### src/rtl/tl_ctrl_fsm.sv
// ---------------------------------------------------------------------------
// tl_ctrl_fsm -- main control FSM of the transaction-layer FIFO/arbiter path.
//
// Generates the one-hot-ish 4-bit state bus for the arbiter and FIFOs.
// Owns the programmable almost-full/almost-empty thresholds.
// Tracks idle/active/error status from the FIFO empty and overflow flags.
//
// Ports
//   clk            in   system clock, everything on posedge
//   reset          in   synchronous active-high reset
//   init           in   request to enter / stay in configuration (INIT)
//   umbral_alto_in in   proposed almost-full threshold  [UMBRAL_W]
//   umbral_bajo_in in   proposed almost-empty threshold [UMBRAL_W]
//   empties        in   per-FIFO empty flags, 1 = empty [NUM_FIFOS]
//   error_full     in   per-FIFO overflow pulses        [NUM_FIFOS]
//   state          out  registered FSM state
//   umbral_alto    out  active almost-full threshold
//   umbral_bajo    out  active almost-empty threshold
//   idle/active/error out  registered state decodes
//   error_src      out  sticky per-FIFO overflow record
// ---------------------------------------------------------------------------

// Per-FIFO sticky overflow flag. Sets on flag while enabled and holds
// until reset.
module tl_err_bit (
  input  logic clk,
  input  logic reset,
  input  logic en_i,
  input  logic flag_i,
  output logic sticky_o
);
  logic sticky_q;

  always_ff @(posedge clk) begin
    if (reset)              sticky_q <= 1'b0;
    else if (en_i && flag_i) sticky_q <= 1'b1;
  end

  assign sticky_o = sticky_q;
endmodule

module tl_ctrl_fsm #(
  parameter int                    UMBRAL_W        = 4,
  parameter int                    NUM_FIFOS       = 8,
  parameter int                    IDLE_CYC        = 3,
  parameter logic [UMBRAL_W-1:0]   UMBRAL_ALTO_RST = 4'd12,
  parameter logic [UMBRAL_W-1:0]   UMBRAL_BAJO_RST = 4'd2
) (
  input  logic                 clk,
  input  logic                 reset,
  input  logic                 init,
  input  logic [UMBRAL_W-1:0]  umbral_alto_in,
  input  logic [UMBRAL_W-1:0]  umbral_bajo_in,
  input  logic [NUM_FIFOS-1:0] empties,
  input  logic [NUM_FIFOS-1:0] error_full,
  output logic [3:0]           state,
  output logic [UMBRAL_W-1:0]  umbral_alto,
  output logic [UMBRAL_W-1:0]  umbral_bajo,
  output logic                 idle,
  output logic                 active,
  output logic                 error,
  output logic [NUM_FIFOS-1:0] error_src
);

  localparam int CNT_W = $clog2(IDLE_CYC + 1);

  typedef enum logic [3:0] {
    S_RESET  = 4'b0000,
    S_INIT   = 4'b0001,
    S_IDLE   = 4'b0010,
    S_ACTIVE = 4'b0100,
    S_ERROR  = 4'b1000
  } state_e;

  state_e              state_q, state_d;
  logic [CNT_W-1:0]    cnt_q, cnt_d;
  logic [UMBRAL_W-1:0] alto_q, alto_d, bajo_q, bajo_d;
  logic                idle_q, idle_d, active_q, active_d, error_q, error_d;

  logic all_empty, any_err, cfg_ok;
  assign all_empty = &empties;
  assign any_err   = |error_full;
  // Equal thresholds are rejected, as is an inverted pair.
  assign cfg_ok    = umbral_bajo_in < umbral_alto_in;

  // -------------------------------------------------------------------------
  // State / output registers
  // -------------------------------------------------------------------------
  always_ff @(posedge clk) begin
    if (reset) begin
      state_q  <= S_RESET;
      cnt_q    <= '0;
      alto_q   <= UMBRAL_ALTO_RST;
      bajo_q   <= UMBRAL_BAJO_RST;
      idle_q   <= 1'b0;
      active_q <= 1'b0;
      error_q  <= 1'b0;
    end else begin
      state_q  <= state_d;
      cnt_q    <= cnt_d;
      alto_q   <= alto_d;
      bajo_q   <= bajo_d;
      idle_q   <= idle_d;
      active_q <= active_d;
      error_q  <= error_d;
    end
  end

  // -------------------------------------------------------------------------
  // Next-state logic. Priority: error detect > init > normal transitions.
  // -------------------------------------------------------------------------
  always_comb begin
    state_d = state_q;
    case (state_q)
      S_RESET:  state_d = S_INIT;
      S_INIT: begin
        if (any_err)   state_d = S_ERROR;
        else if (init) state_d = S_INIT;
        else           state_d = S_IDLE;
      end
      S_IDLE: begin
        if (any_err)         state_d = S_ERROR;
        else if (init)       state_d = S_INIT;
        else if (!all_empty) state_d = S_ACTIVE;
        else                 state_d = S_IDLE;
      end
      S_ACTIVE: begin
        if (any_err)   state_d = S_ERROR;
        else if (init) state_d = S_INIT;
        // The current all-empty cycle is the IDLE_CYC-th in a row.
        else if (all_empty && (cnt_q == CNT_W'(IDLE_CYC - 1))) state_d = S_IDLE;
        else           state_d = S_ACTIVE;
      end
      S_ERROR:  state_d = S_ERROR;
      default:  state_d = S_RESET;
    endcase
  end

  // -------------------------------------------------------------------------
  // Output / datapath next values, registered alongside the state.
  // -------------------------------------------------------------------------
  always_comb begin
    cnt_d    = '0;
    alto_d   = alto_q;
    bajo_d   = bajo_q;
    idle_d   = (state_d == S_IDLE);
    active_d = (state_d == S_ACTIVE);
    error_d  = (state_d == S_ERROR);

    // Counter only runs while remaining in ACTIVE; any exit or fresh entry
    // leaves it at zero.
    if (state_q == S_ACTIVE && state_d == S_ACTIVE && all_empty)
      cnt_d = (cnt_q == CNT_W'(IDLE_CYC)) ? cnt_q : cnt_q + CNT_W'(1);

    if (state_q == S_INIT && cfg_ok) begin
      alto_d = umbral_alto_in;
      bajo_d = umbral_bajo_in;
    end
  end

  // -------------------------------------------------------------------------
  // Sticky overflow record, one cell per FIFO. Accumulates in every
  // non-reset state, ERROR included.
  // -------------------------------------------------------------------------
  logic err_en;
  assign err_en = (state_q != S_RESET);

  for (genvar g = 0; g < NUM_FIFOS; g++) begin : g_err
    tl_err_bit u_err (
      .clk      (clk),
      .reset    (reset),
      .en_i     (err_en),
      .flag_i   (error_full[g]),
      .sticky_o (error_src[g])
    );
  end

  assign state       = state_q;
  assign umbral_alto = alto_q;
  assign umbral_bajo = bajo_q;
  assign idle        = idle_q;
  assign active      = active_q;
  assign error       = error_q;

endmodule

### config.mk
export PLATFORM = sky130hd
export DESIGN_NAME = tl_ctrl_fsm
export DESIGN_NICKNAME = d
export VERILOG_FILES = /design/src/rtl/tl_ctrl_fsm.sv
export SDC_FILE = /design/constraint.sdc
export NUM_CORES = 1
export LEC_CHECK = 0
export BUFFER_PORTS_ARGS = -buffer_cell sky130_fd_sc_hd__buf_2
export CAP_MARGIN = 20
export CELL_PAD_IN_SITES_DETAIL_PLACEMENT = 0
export CELL_PAD_IN_SITES_GLOBAL_PLACEMENT = 1
export CORE_MARGIN = 8
export CORE_UTILIZATION = 34
export CTS_BUF_LIST = sky130_fd_sc_hd__clkbuf_16
export DETAILED_ROUTE_END_ITERATION = 7
export PLACE_DENSITY = 0.87
export SLEW_MARGIN = 20
export SYNTH_ARGS = -nofsm -noshare
export SYNTH_HDL_FRONTEND = slang
export SYNTH_HIERARCHICAL = 1
export SYNTH_SLANG_ARGS = --single-unit
### constraint.sdc
create_clock -name clk -period 1.4 [get_ports clk]
set_input_delay 0.07 -clock clk [delete_from_list [all_inputs] [get_ports clk]]
set_output_delay 0.07 -clock clk [all_outputs]
set_load 0.01 [all_outputs]
# After elaboration in Yosys (flattened, before gate mapping)
# Index checks and enable logic that the tools add are counted.
# W data, S select, Z words.
[word_totals]
ff_bits = 25
input_bits = 27
word_cells = 53
[op_classes]
add_sub_neg = 1
n_lt_le_gt_ge = 1
eq_ne = 9
n_mux = 9
n_bitwise = 1
reduce_logical = 17
[ops]
columns = ["operator", "n"]
rows = [
  ["$pmux W4 S5", 1],
  ["$logic_and A1 B1 Y1", 12],
  ["$mux W3", 4],
  ["$mux W4", 3],
  ["$eq A4 B2 Y1 const B", 2],
  ["$eq A4 B3 Y1 const B", 2],
  ["$eq A4 B4 Y1 const B", 2],
  ["$reduce_and A8 Y1", 1],
  ["$reduce_or A8 Y1", 1],
  ["$eq A2 B2 Y1 const B", 2],
  ["$eq A4 B1 Y1 const B", 1],
  ["$logic_not A4 Y1", 1],
  ["$lt A4 B4 Y1", 1],
  ["$reduce_bool A4 Y1", 1],
  ["$add A2 B1 Y2 const B", 1],
  ["$mux W2", 1],
  ["$reduce_or A2 Y1", 1],
  ["$not A1 Y1", 1],
]

# Longest topological paths before layout
[depth]
depth_word = 11
ltp_mapped = 6
ltp_nobuf = 5

# Modules after synthesis
# The synthesis kept the hierarchy.
[by_module_without_submodules]
columns = ["mod", "n_inst", "cells_each", "area_each_um2"]
rows = [
  ["tl_ctrl_fsm", 1, 103, 960.9],
  ["tl_err_bit", 8, 3, 28.8],
]

# Least setup slack after synthesis
# OpenSTA, ideal clock, no wires.
[synth_timing]
path_type = "reg2reg"
startpoint = "reg state_q[2] (netlist: state[2])"
endpoint = "reg alto_q[0] (netlist: umbral_alto[0])"
setup_ps = 72
arrival_ps = 1205
setup_slack_ps = 124
stages_incl_launch_ff = 6
n_path_buf = 2
path_cell_list = "dfxtp_1 buf_6 nor4b_4 o211a_1 buf_6 mux2i_1"
[synth_between]
elab_chain_len = 2
[synth_rtl]
columns = ["item", "line_no", "text"]
rows = [
  ["start, declared", "75", "state_e state_q, state_d;"],
  ["start signal, assigned", "99", "state_q <= state_d;"],
  ["$eq A4 B1 Y1", "155", "if (state_q == S_INIT && cfg_ok) begin"],
  ["$logic_and A1 B1 Y1", "155", ""],
  ["end signal, assigned", "101", "alto_q <= alto_d;"],
  ["end, declared", "77", "logic [UMBRAL_W-1:0] alto_q, alto_d, bajo_q, bajo_d;"],
]
# Every way passes these cells.
# A chain may end at the register's enable or synchronous reset.

# Worst setup path after layout
[layout_timing]
startpoint = "reg state_q[3] (netlist: state[3])"
endpoint = "reg bajo_q[2] (netlist: umbral_bajo[2])"
[layout_between]
elab_chain_len = 2
[layout_rtl]
columns = ["item", "line_no", "text"]
rows = [
  ["$eq A4 B1 Y1", "155", ""],
  ["$logic_and A1 B1 Y1", "155", ""],
  ["end signal, assigned", "102", "bajo_q <= bajo_d;"],
  ["end, declared", "77", ""],
]
# Every way passes these cells.

==> run_results.csv <==
group,metric,value,unit
status,outcome,"finished, final reports clean",
worst_setup_path,worstReg2RegStart,"state[3]",
die,start_util,35.4,%
power,p_leak,0.737,nW
final_layout,nFillCells,355,
synth,synth_area,0.00119,mm²
die,coreArea,0.00336,mm²
clock_network,clock_path_buffers,2,
worst_setup_path,max_stage_delay,0.36,ns
sta,finalMaxSlewViolations,0,
worst_hold_path,min_to,"g_err[7].u_err/sticky_o",
sta,max_slew_margin,70.7,%
die,ios,50,
worst_setup_path,crit_buf_inv,1,
final_layout,final_nets,214,
die,rows,21,
placed_design,place_congestion,0.764,
synth,synth_warnings,6,
synth,synth_cells,127,
synth,synth_mux_area_share,6.72,%
synth,synth_top_family_by_area,"simple AND/OR/NAND/NOR gates",
detailed_routing,drt_iter0_markers,53,
placed_design,detailed_place_hpwl,2500,µm
sta,finalCritPeriodShare,93.0,%
detailed_routing,route.vias.total,1098,
grt,grt_pass1_vias,1140,
sta,hold_violations,0,
sta,fin_skew,0.00323,ns
worst_hold_path,hp-start,"error_full[7]",
synth,synth_fa_ha_area_share,6.20,%
clock_network,clock_latency,0.25,ns
detailed_routing,viasPerCell,4.84,
die,die_h,75.2,µm
clock_network,hold_buffers,0,
job,maxCapViolCount,0,
synth,ys_seq_elements,25,
sta,setup_viol,0,
synth,yosysUniqueCellTypes,33,
synth,synth_compound_area_share,14.0,%
worst_setup_path,critPathLaunchType,"register",
sta,fmax,768,MHz
detailed_routing,detail-route-antenna-nets,0,
worst_setup_path,worstPathRequired,1.58,ns
detailed_routing,drt_first_pass_iters,3,
clock_network,root_buffer,"clkbuf_16",
clock_network,cts-htree-levels,1,
synth,synthFlopType,"dfxtp_1",
synth,async_flop_share,0,%
final_layout,mostFrequentLayoutCell,"buf_2",
placed_design,dp_slack,0.0338,ns
grt,grt_use_total,10.7,%
synth,syn_area_per_cell,9.38,µm²
worst_hold_path,hold_class,"primary input to register",
worst_setup_path,cp.arrival,1.49,ns
final_layout,area_growth,33.0,%
final_layout,drive_gt1_share,39.2,%
sta,holdWs,0.0622,ns
final_layout,final_cell_mix,"buf_2 (49), dfxtp_1 (22), nor2_1 (20)",
worst_setup_path,path_class,"register to register",
synth,synth_simple_gate_area_share,23.9,%
worst_setup_path,crit_family,"flip-flops",
synth,synth-xor-area-share,1.47,%
detailed_routing,drcViolationCount,0,
clock_network,cts_made_buffers,3,
worst_setup_path,worstReg2RegEnd,"umbral_bajo[2]",
worst_setup_path,crit_path_cell_trace,"nor4b_4, o211a_1, buf_4, mux2i_1",
synth,syn-num-nets,159,
grt,grt_pass1_wl,4770,µm
final_layout,diodes,0,
placed_design,portBuffers,49,
worst_hold_path,whs_path_depth,3,
grt,grt_start_max_net_pins,29,
die,die_area,0.00565,mm²
worst_setup_path,endpoint_kind,"register",
synth,synth_enable_flop_cells,0,
power,powerDensity,1100,mW/mm²
sta,fin_crit,1.30,ns
synth,ys_seq_area_share,42.0,%
sta,setup_ws,0.0974,ns
final_layout,multi_input_area,626,µm²
worst_setup_path,r2r_setup_slack,0.1,ns
worst_setup_path,reg2regPathDepth,4,
grt,antenna_found_initial,0,
clock_network,clk_pin_slew,0.06,ns
worst_setup_path,cp_max_fo,6,
clock_network,post-cts-setup-buffers,0,
worst_setup_path,crit_slowest_cell,"dfxtp_2",
detailed_routing,wl_per_cell,13.5,µm
clock_network,cts_sinks,25,
die,die_w,75.2,µm
detailed_routing,drt_wl_total,3070,µm
sta,worst_pin_slew,0.435,ns
grt,grt-ovfl-total,0,
final_layout,regArea,504,µm²
clock_network,cts_tree,"built",
clock_network,cts_resized,0,
power,peakVddDrop,592,µV
-- layer usage --
metal | vias to the layer above | track usage [%] | share of wire [%]
li1 | 549 | - | -
met1 | 517 | 11.4 | 40
met2 | 30 | 19.6 | 52
met3 | 2 | 2.40 | 7.1
met4 | 0 | 4.48 | 0.68
met5 | - | 0 | 0
-- state kept, by name (all words and copies together) (netlist names) --
name and count:
g_err.u_err/sticky_o 8, state 4, umbral_alto 4, umbral_bajo 4
cnt_q 2, active 1, error 1, idle 1
-- cells in the mapped netlist (2+ instances only) --
| master | count | area share [%] |
|---|---|---|
| nor3_1 | 2 | 0.84 |
| clkbuf_1 | 2 | 0.63 |
| xor2_1 | 2 | 1.5 |
| nor4_1 | 2 | 1.1 |
| o21ai_0 | 3 | 1.3 |
| buf_6 | 3 | 2.8 |
| dfxtp_1 | 25 | 42 |
| nor3b_1 | 2 | 1.3 |
| nor2_1 | 20 | 6.3 |
| a21oi_1 | 16 | 6.7 |
| inv_1 | 5 | 1.6 |
| nand4_1 | 2 | 1.1 |
| mux2i_1 | 8 | 6.7 |
| ha_1 | 5 | 5.3 |
| nand2b_1 | 12 | 6.3 |
-- logic make-up after synthesis --
family | count (synthesis)
DFF | 25
xor gates and xnor gates | 2
muxes | 8
and+or+nand+nor | 48
buffers and inverters | 11
adders and majority gates | 6
AOI/OAI and AO/OA | 27
-- per-stage QoR --
step	cell area, µm²	util [%]	std cells	TNS (ns)	power (W)
final	1580	47.1	227	0	0.00174
after global routing	1580	47.1	227	-0.000859	0.00182
after CTS	1580	46.9	227	0	0.00176
after detailed placement	1500	44.5	223	0	0.00113
after global placement	1500	44.5	223	0	0.00112
after floorplan	1190	-	127	0	0.000995
-- how the worst max path moves through the flow --
stage	from	end	slack, ns	depth (start not counted)
2_1_floorplan	state[2]	umbral_alto[0]	0.12	5
3_3_place_gp	state[0]	umbral_bajo[0]	0.09	4
3_5_place_dp	state[2]	g_err[6].u_err/sticky_o	0.03	4
4_1_cts	state[0]	g_err[6].u_err/sticky_o	0.03	4
5_1_grt	state[3]	umbral_bajo[1]	-0.0009	4
6_report	state[3]	umbral_bajo[2]	0.1	4
-- tightest hold or removal path, stage by stage --
cell	delay, ns
buf_2	0.09
a21oi_1	0.05
nor2_1	0.07
-- power by group --
group | switching [W] | total, W | internal (W)
logic | 0.000166 | 0.000318 | 0.000152
registers | 0.0000370 | 0.000802 | 0.000765
clock network | 0.000232 | 0.000616 | 0.000384
-- layout make-up --
class | count | share of cell area [%]
clock buffers | 3 | 4.74
clock inverters | 1 | 0.316
inverters | 5 | 1.18
multi-input cells | 91 | 39.5
flip-flops and latches | 25 | 31.8
well taps | 46 | 3.63
repair buffers | 56 | 18.8
No activity file was read; power rests on OpenSTA's default activity.
